<file path="config.mk">
export PLATFORM = sky130hd
export DESIGN_NAME = float_byte_assembler
export DESIGN_NICKNAME = d
export VERILOG_FILES = /design/src/rtl/float_byte_assembler.sv
export SDC_FILE = /design/constraint.sdc
export NUM_CORES = 1
export LEC_CHECK = 0
export ABC_AREA = 1
export BUFFER_PORTS_ARGS = -buffer_cell sky130_fd_sc_hd__clkbuf_2
export CAP_MARGIN = 0
export CORE_MARGIN = 2
export CORE_UTILIZATION = 51
export DETAILED_ROUTE_END_ITERATION = 10
export GPL_ROUTABILITY_DRIVEN = 0
export MAX_ROUTING_LAYER = met4
export PLACE_DENSITY_LB_ADDON = 0.2
export SLEW_MARGIN = 20
export SYNTH_ARGS = -nofsm -noshare
export SYNTH_HDL_FRONTEND = slang
export SYNTH_SLANG_ARGS = --single-unit
</file>
<file path="constraint.sdc">
create_clock -name clk -period 5.5 [get_ports clk]
set_clock_uncertainty 0.05 [all_clocks]
set_input_delay 0.55 -clock clk [delete_from_list [all_inputs] [get_ports clk]]
set_output_delay 0.55 -clock clk [all_outputs]
set_load 0.1 [all_outputs]
</file>
<file path="src/rtl/float_byte_assembler.sv">
// Packs four big-endian bytes into one IEEE-754 single-precision word, with valid/ready handshakes on both sides.
// Optional partial-word timeout is enabled by defining FLOAT_ASM_TIMEOUT_EN.
module float_byte_assembler #(
  parameter int TIMEOUT_CYCLES = 16
) (
  input  logic        clk,
  input  logic        reset,
  input  logic [7:0]  in_byte,
  input  logic        in_valid,
  output logic        in_ready,
  output logic [31:0] num,
  output logic        num_valid,
  input  logic        num_ready,
  output logic [1:0]  byte_cnt,
  output logic        timeout
);

  typedef enum logic [1:0] {
    IDLE = 2'd0,
    RECV = 2'd1,
    FULL = 2'd2
  } state_t;

  state_t      state_r, state_nxt;
  logic [1:0]  byte_cnt_r, byte_cnt_nxt;
  logic [23:0] asm_r, asm_nxt;
  logic [31:0] num_r, num_nxt;
  logic        num_valid_r, num_valid_nxt;
  logic        byte_xfer_s, word_xfer_s, tmo_hit_s;

  if (TIMEOUT_CYCLES < 2 || TIMEOUT_CYCLES > 255) begin : g_bad_timeout
    $error("TIMEOUT_CYCLES must be within 2..255");
  end

  // Places byte b at slot idx of the 24-bit assembly register (slot 0 = most significant).
  function automatic logic [23:0] load_byte(input logic [23:0] a, input logic [1:0] idx,
                                            input logic [7:0] b);
    logic [23:0] r;
    case (idx)
      2'd0:    r = {b, a[15:0]};
      2'd1:    r = {a[23:16], b, a[7:0]};
      2'd2:    r = {a[23:8], b};
      default: r = a;
    endcase
    return r;
  endfunction

  assign in_ready    = !num_valid_r || num_ready;
  assign byte_xfer_s = in_valid && in_ready;
  assign word_xfer_s = num_valid_r && num_ready;

`ifdef FLOAT_ASM_TIMEOUT_EN
  localparam logic [7:0] IDLE_TERM = 8'(TIMEOUT_CYCLES - 1);

  logic [7:0] idle_cnt_r, idle_cnt_nxt;
  logic       timeout_r;

  // Idle counter: counts RECV cycles without a byte; a coinciding byte beats the terminal count.
  always_comb begin
    idle_cnt_nxt = 8'd0;
    tmo_hit_s    = 1'b0;
    if (state_r == RECV && !byte_xfer_s) begin
      if (idle_cnt_r == IDLE_TERM) begin
        tmo_hit_s    = 1'b1;
        idle_cnt_nxt = 8'd0;
      end else begin
        idle_cnt_nxt = idle_cnt_r + 8'd1;
      end
    end else begin
      idle_cnt_nxt = 8'd0;
    end
  end

  // Idle counter and timeout pulse registers.
  always_ff @(posedge clk or posedge reset) begin
    if (reset) begin
      idle_cnt_r <= 8'd0;
      timeout_r  <= 1'b0;
    end else begin
      idle_cnt_r <= idle_cnt_nxt;
      timeout_r  <= tmo_hit_s;
    end
  end

  assign timeout = timeout_r;
`else
  assign tmo_hit_s = 1'b0;
  assign timeout   = 1'b0;
`endif

  // Next-state and datapath update for the IDLE/RECV/FULL assembler.
  always_comb begin
    state_nxt    = state_r;
    byte_cnt_nxt = byte_cnt_r;
    asm_nxt      = asm_r;
    num_nxt      = num_r;
    case (state_r)
      IDLE: begin
        if (byte_xfer_s) begin
          state_nxt    = RECV;
          byte_cnt_nxt = 2'd1;
          asm_nxt      = load_byte(asm_r, 2'd0, in_byte);
        end else begin
          state_nxt = IDLE;
        end
      end
      RECV: begin
        if (byte_xfer_s) begin
          if (byte_cnt_r == 2'd3) begin
            state_nxt    = FULL;
            byte_cnt_nxt = 2'd0;
            num_nxt      = {asm_r, in_byte};
          end else begin
            byte_cnt_nxt = byte_cnt_r + 2'd1;
            asm_nxt      = load_byte(asm_r, byte_cnt_r, in_byte);
          end
        end else if (tmo_hit_s) begin
          state_nxt    = IDLE;
          byte_cnt_nxt = 2'd0;
          asm_nxt      = 24'd0;
        end else begin
          state_nxt = RECV;
        end
      end
      FULL: begin
        // A byte can only be taken here together with the word leaving, so it starts the next word.
        if (word_xfer_s) begin
          if (byte_xfer_s) begin
            state_nxt    = RECV;
            byte_cnt_nxt = 2'd1;
            asm_nxt      = load_byte(asm_r, 2'd0, in_byte);
          end else begin
            state_nxt    = IDLE;
            byte_cnt_nxt = 2'd0;
          end
        end else begin
          state_nxt = FULL;
        end
      end
      default: begin
        state_nxt    = IDLE;
        byte_cnt_nxt = 2'd0;
      end
    endcase
    num_valid_nxt = (state_nxt == FULL);
  end

  // State, assembly and output registers.
  always_ff @(posedge clk or posedge reset) begin
    if (reset) begin
      state_r     <= IDLE;
      byte_cnt_r  <= 2'd0;
      asm_r       <= 24'd0;
      num_r       <= 32'h0000_0000;
      num_valid_r <= 1'b0;
    end else begin
      state_r     <= state_nxt;
      byte_cnt_r  <= byte_cnt_nxt;
      asm_r       <= asm_nxt;
      num_r       <= num_nxt;
      num_valid_r <= num_valid_nxt;
    end
  end

  assign num       = num_r;
  assign num_valid = num_valid_r;
  assign byte_cnt  = byte_cnt_r;

endmodule

</file>
# Word-level counts from Yosys, hierarchy flattened
# Cells that the tools add are included.
[word_totals] ff_bits=61 inputBits=12 out_inout_bits=37 wordCells=52
[classes] addsub=1 n_eq_ne=16 mux=16 reduce_logical=12
[ops] op="24-bit case mux with 3 select lines" n=2
[ops] op="24-bit 2-to-1 mux" n=4
[ops] op="7-bit AND reduction" n=3
[ops] op="2-bit 2-to-1 mux" n=7
[ops] op="2-bit inequality test, second input constant" n=7
[ops] op="2-bit case mux with 3 select lines" n=2
[ops] op="2-bit == test, second input constant" n=4
[ops] op="2-bit by 1-bit inequality test with 1-bit output, second input constant" n=3
[ops] op="3-bit AND reduction" n=2
[ops] op="2-bit by 1-bit == test with 1-bit output, second input constant" n=2
[ops] op="2-bit zero test" n=2
[ops] op="3-bit nonzero test" n=1
[ops] op="2-bit by 1-bit adder with 2-bit output, second input constant" n=1
[ops] op="1-bit logical AND" n=2
[ops] op="1-bit zero test" n=1
[ops] op="1-bit logical OR" n=1
[ops] op="1-bit 2-to-1 mux" n=1

# Depth between registers and ports, before layout
[logic_depth] word_depth=7 mapped_depth=9 mapped_depth_nobuf=8

# Worst setup path before layout
# OpenSTA, ideal clock, no wires.
[synth_timing] kind="register to register" start="register num_valid_r, in the netlist num_valid" end="register num_r[10], in the netlist num[10]" setup_ns=0.125 arrival_time_ns=2.356 required_time_ns=5.325 path_slack_ns=2.969 path_stages_with_launch=8 path_buffers=2 period_less_slack_ns=2.531 cell_sequence="dfrtp_1 > nand2_2 > nand2_1 > inv_2 > nand3_1 > buf_2 > buf_2 > o21ai_1"
[synth_between] elab_chain_cells=4
[synth_rtl] element="start, declared" line_no="28" text="logic num_valid_r, num_valid_nxt;"
[synth_rtl] element="start signal, assigned" line_no="161" text="num_valid_r <= num_valid_nxt;"
[synth_rtl] element="1-bit zero test" line_no="48" text="assign in_ready = !num_valid_r || num_ready;"
[synth_rtl] element="1-bit logical OR" line_no="48"
[synth_rtl] element="net in_ready" line_no="10" text="output logic in_ready,"
[synth_rtl] element="1-bit logical AND" line_no="49" text="assign byte_xfer_s = in_valid && in_ready;"
[synth_rtl] element="3-bit AND reduction (no line)"
[synth_rtl] element="end signal, assigned" line_no="160" text="num_r <= num_nxt;"
[synth_rtl] element="end, declared" line_no="27" text="logic [31:0] num_r, num_nxt;"
# The timed path passes the listed nets, and every way through them passes these cells.
# A chain may end at the register's enable or synchronous reset.

# Worst setup path in the final report
[layout_timing] start="register byte_cnt_r[0], in the netlist byte_cnt[0]" end="register asm_r[0]"
[layout_between] elab_chain_cells=3 word_cells_on_any_way=9 classes_between="eq/ne (7); reduce/logical (2)"
[layout_rtl] element="start, declared" line_no="25" text="logic [1:0] byte_cnt_r, byte_cnt_nxt;"
[layout_rtl] element="start signal, assigned" line_no="158" text="byte_cnt_r <= byte_cnt_nxt;"
[layout_rtl] element="2-bit by 1-bit == test with 1-bit output (tied with other cells)" line_no="39" text="case (idx)"
[layout_rtl] element="2-bit inequality test (no line) or 2-bit by 1-bit inequality test with 1-bit output (tied branches)"
[layout_rtl] element="7-bit AND reduction (no line) *"
[layout_rtl] element="end signal, assigned" line_no="159" text="asm_r <= asm_nxt;"
[layout_rtl] element="end, declared" line_no="26" text="logic [23:0] asm_r, asm_nxt;"
# Mark *: on every way between the ends. The rest lies on a longest branch, timed or not.

==> key figures <==
STA
  • Period utilisation layout: 36.1%
  • Slew Limit Fails: 0
  • Highest Clock Rate: 504 MHz
  • Setup violations, final: 0
  • Worst Tran Pin Value: 0.752 ns
  • Setup repair after global routing missed its margin: no
  • Setup TNS: 0 ns
  • Fin. Hold Viols: 0
  • Minimum clock period: 1.98 ns
  • Slew HR: 49.9%

Synth
  • Synth Warn #: 0
  • Simple-Gate Fraction of Synth Area: 25.9%
  • Synth Cell Area: 0.00280 mm²
  • Top cell type's share of synthesized area: 54.6%
  • Cells after Synth: 326
  • Synth unique cells: 23
  • Leading area contributor after synthesis: dfrtp_1
  • Post-synthesis mux area share: 0%
  • Area contributors post-synth: dfrtp_1 55%, nand2_1 13%, inv_1 6.2%, nand4_1 5.4%, o21ai_1 4.1%
  • Syn Area/Cell: 8.58 µm²
  • Combinational family with the most area after synthesis: simple AND/OR/NAND/NOR gates
  • Post-Synth XOR/XNOR Area: 0%
  • Mapped Nets: 342
  • Adder-Cell Fraction of Synth Area: 1.79%
  • Sequential area share after synthesis: 54.6%
  • Synthesized flop and latch total: 61
  • Compound-Gate Fraction of Synth Area: 7.16%

Global routing
  • Global Route Usage Sum: 21.0%
  • GRT overflow: 0
  • First-pass GRT wire length: 9.74 mm
  • Vias in the first global route: 2,144
  • Largest net degree at the start of global routing: 67
  • Antenna violations before repair: 0

Floorplan
  • Die Width: 78.1 µm
  • Core area: 0.00520 mm²
  • Die ar.: 0.00609 mm²
  • Initial Utilization: 53.7%
  • # IOs: 49
  • Num rows: 26
  • Die H: 78.1 µm

Cells and area
  • Final core utilization: 62.5%
  • Commonest non-fill, non-tap cell in the layout: nand2_1
  • # nets final: 385
  • # diodes: 0
  • Share of cells above drive strength 1: 22.2%
  • Commonest cells after routing, fill and taps aside: 97 x nand2_1, 61 x dfrtp_1, 47 x clkbuf_2
  • Fill count: 483
  • Area Overhead vs Synth: 16.4%

Clocking
  • Worst-skew pair later-pin latency: 0.34 ns
  • Hold-fix buffers, CTS: 0
  • CTS clk-pin slew, worst paths: 0.07 ns
  • Clock Path Buffers: 2
  • H-tree Lvls: 3
  • Clock Sinks: 61
  • Post_cts resized: 0
  • Post-CTS setup buffer count: 0
  • TritonCTS Buffers: 9
  • Root buf cell: clkbuf_8
  • CTS tree: built

Setup path
  • Startpoint Class: flop
  • Slowest CP cell: dfrtp_1
  • Delay-heaviest family, CP: simple AND/OR/NAND/NOR gates
  • R2r worst-path depth: 7
  • Worst R2R End: asm_r[0]
  • Arrival @ worst endpoint: 2.16 ns
  • R2R setup slack: 3.52 ns
  • Largest stage delay, worst path: 0.42 ns
  • Cell chain of the critical path: ha_1 -> nor2_1 -> nand3_1 -> nand2_2 -> nand3_2 -> nand2_1 -> nand2_1
  • Crit end category: flop
  • Most frequent CP cell: nand2_1
  • CP required: 5.68 ns
  • Crit path from: byte_cnt[0]
  • Buf/Inv on CP: 0
  • Worst reg2reg startpoint: byte_cnt[0]
  • Crit Path Category: reg2reg
  • Crit-path max FO: 27

Place
  • Port buffer count: 47
  • HPWL after DPL: 3.69 mm

Routing
  • Wire per inst: 12.4 µm
  • ANT nets after route: 0
  • Vias: 2,187
  • Final WL: 5.51 mm
  • DR iter-0 viols: 121
  • Via-per-instance ratio: 4.93
  • First drt pass iteration count: 4
  • DRC: 0

Hold path
  • Tightest Hold Check Type: in2async

Run status
  • Status: complete, no violations

Flow run
  • Max_cap viols: 0
[cell type report]
class                      count  area [µm²]  share of cell area (%)
sequential                    61        1530                    46.9
multi-input combinational    200         991                    30.4
timing repair buffer          48         243                    7.46
inverter                      49         184                    5.65
clock buffer                  10         138                    4.23
tap                           70        87.6                    2.69
clock inverter                 6        86.3                    2.65
[worst max-delay path by stage]
stage | endpoint | slack [ns] | depth (start not counted)
detailed placement | num[3] | 2.96 | 7
CTS | num[3] | 3.17 | 5
global placement | num[0] | 3.10 | 7
finish | asm_r[0] | 3.52 | 7
floorplan | num[10] | 2.97 | 7
global route | asm_r[4] | 3.32 | 7
[metal layers]
metal  GRT usage [%]  share of wire, %  vias up
li1                -                 -     1118
met1            27.5                45     1006
met2            32.4                47       53
met3            3.79               6.2       10
met4            9.47               1.6        0
met5               -                 0        -
[through the flow]
stage	cell area [µm²]	setup slack (ns)	instances	hold slack, ns
after detailed placement	3020	2.96	428	0.414
after global routing	3260	3.32	444	0.431
final	3260	3.52	444	0.349
after CTS	3250	3.17	444	0.389
after floorplan	2800	2.97	326	0.392
after global placement	3020	3.10	428	0.407
[tightest hold or removal path, stage by stage]
cell,delay [ns]
clkbuf_2,0.09
inv_2,0.03
buf_4,0.58
[cell families after synthesis]
| family | Yosys count |
|---|---|
| simple gates | 157 |
| buf+inv | 65 |
| flops | 61 |
| compound gates | 38 |
| other cells | 1 |
| fa+ha+maj | 4 |
[state kept, by name, indices dropped and copies added, names as in the netlist]
| register | cells |
|---|---|
| num | 32 |
| asm_r | 24 |
| byte_cnt | 2 |
| state_r | 2 |
| num_valid | 1 |
[cell usage after synthesis (all sizes together)]
master and instances:
nand4 24, a21oi 2, nor2 13, nand3 16
o31ai 1, or2 1, nand2 103, conb 1
buf 13, o21ai 35, dfrtp 61, clkbuf 3
inv 49, ha 4
Power is not shown: default switching activity piles up to over one toggle a cycle in this logic, so the estimate is an artifact.
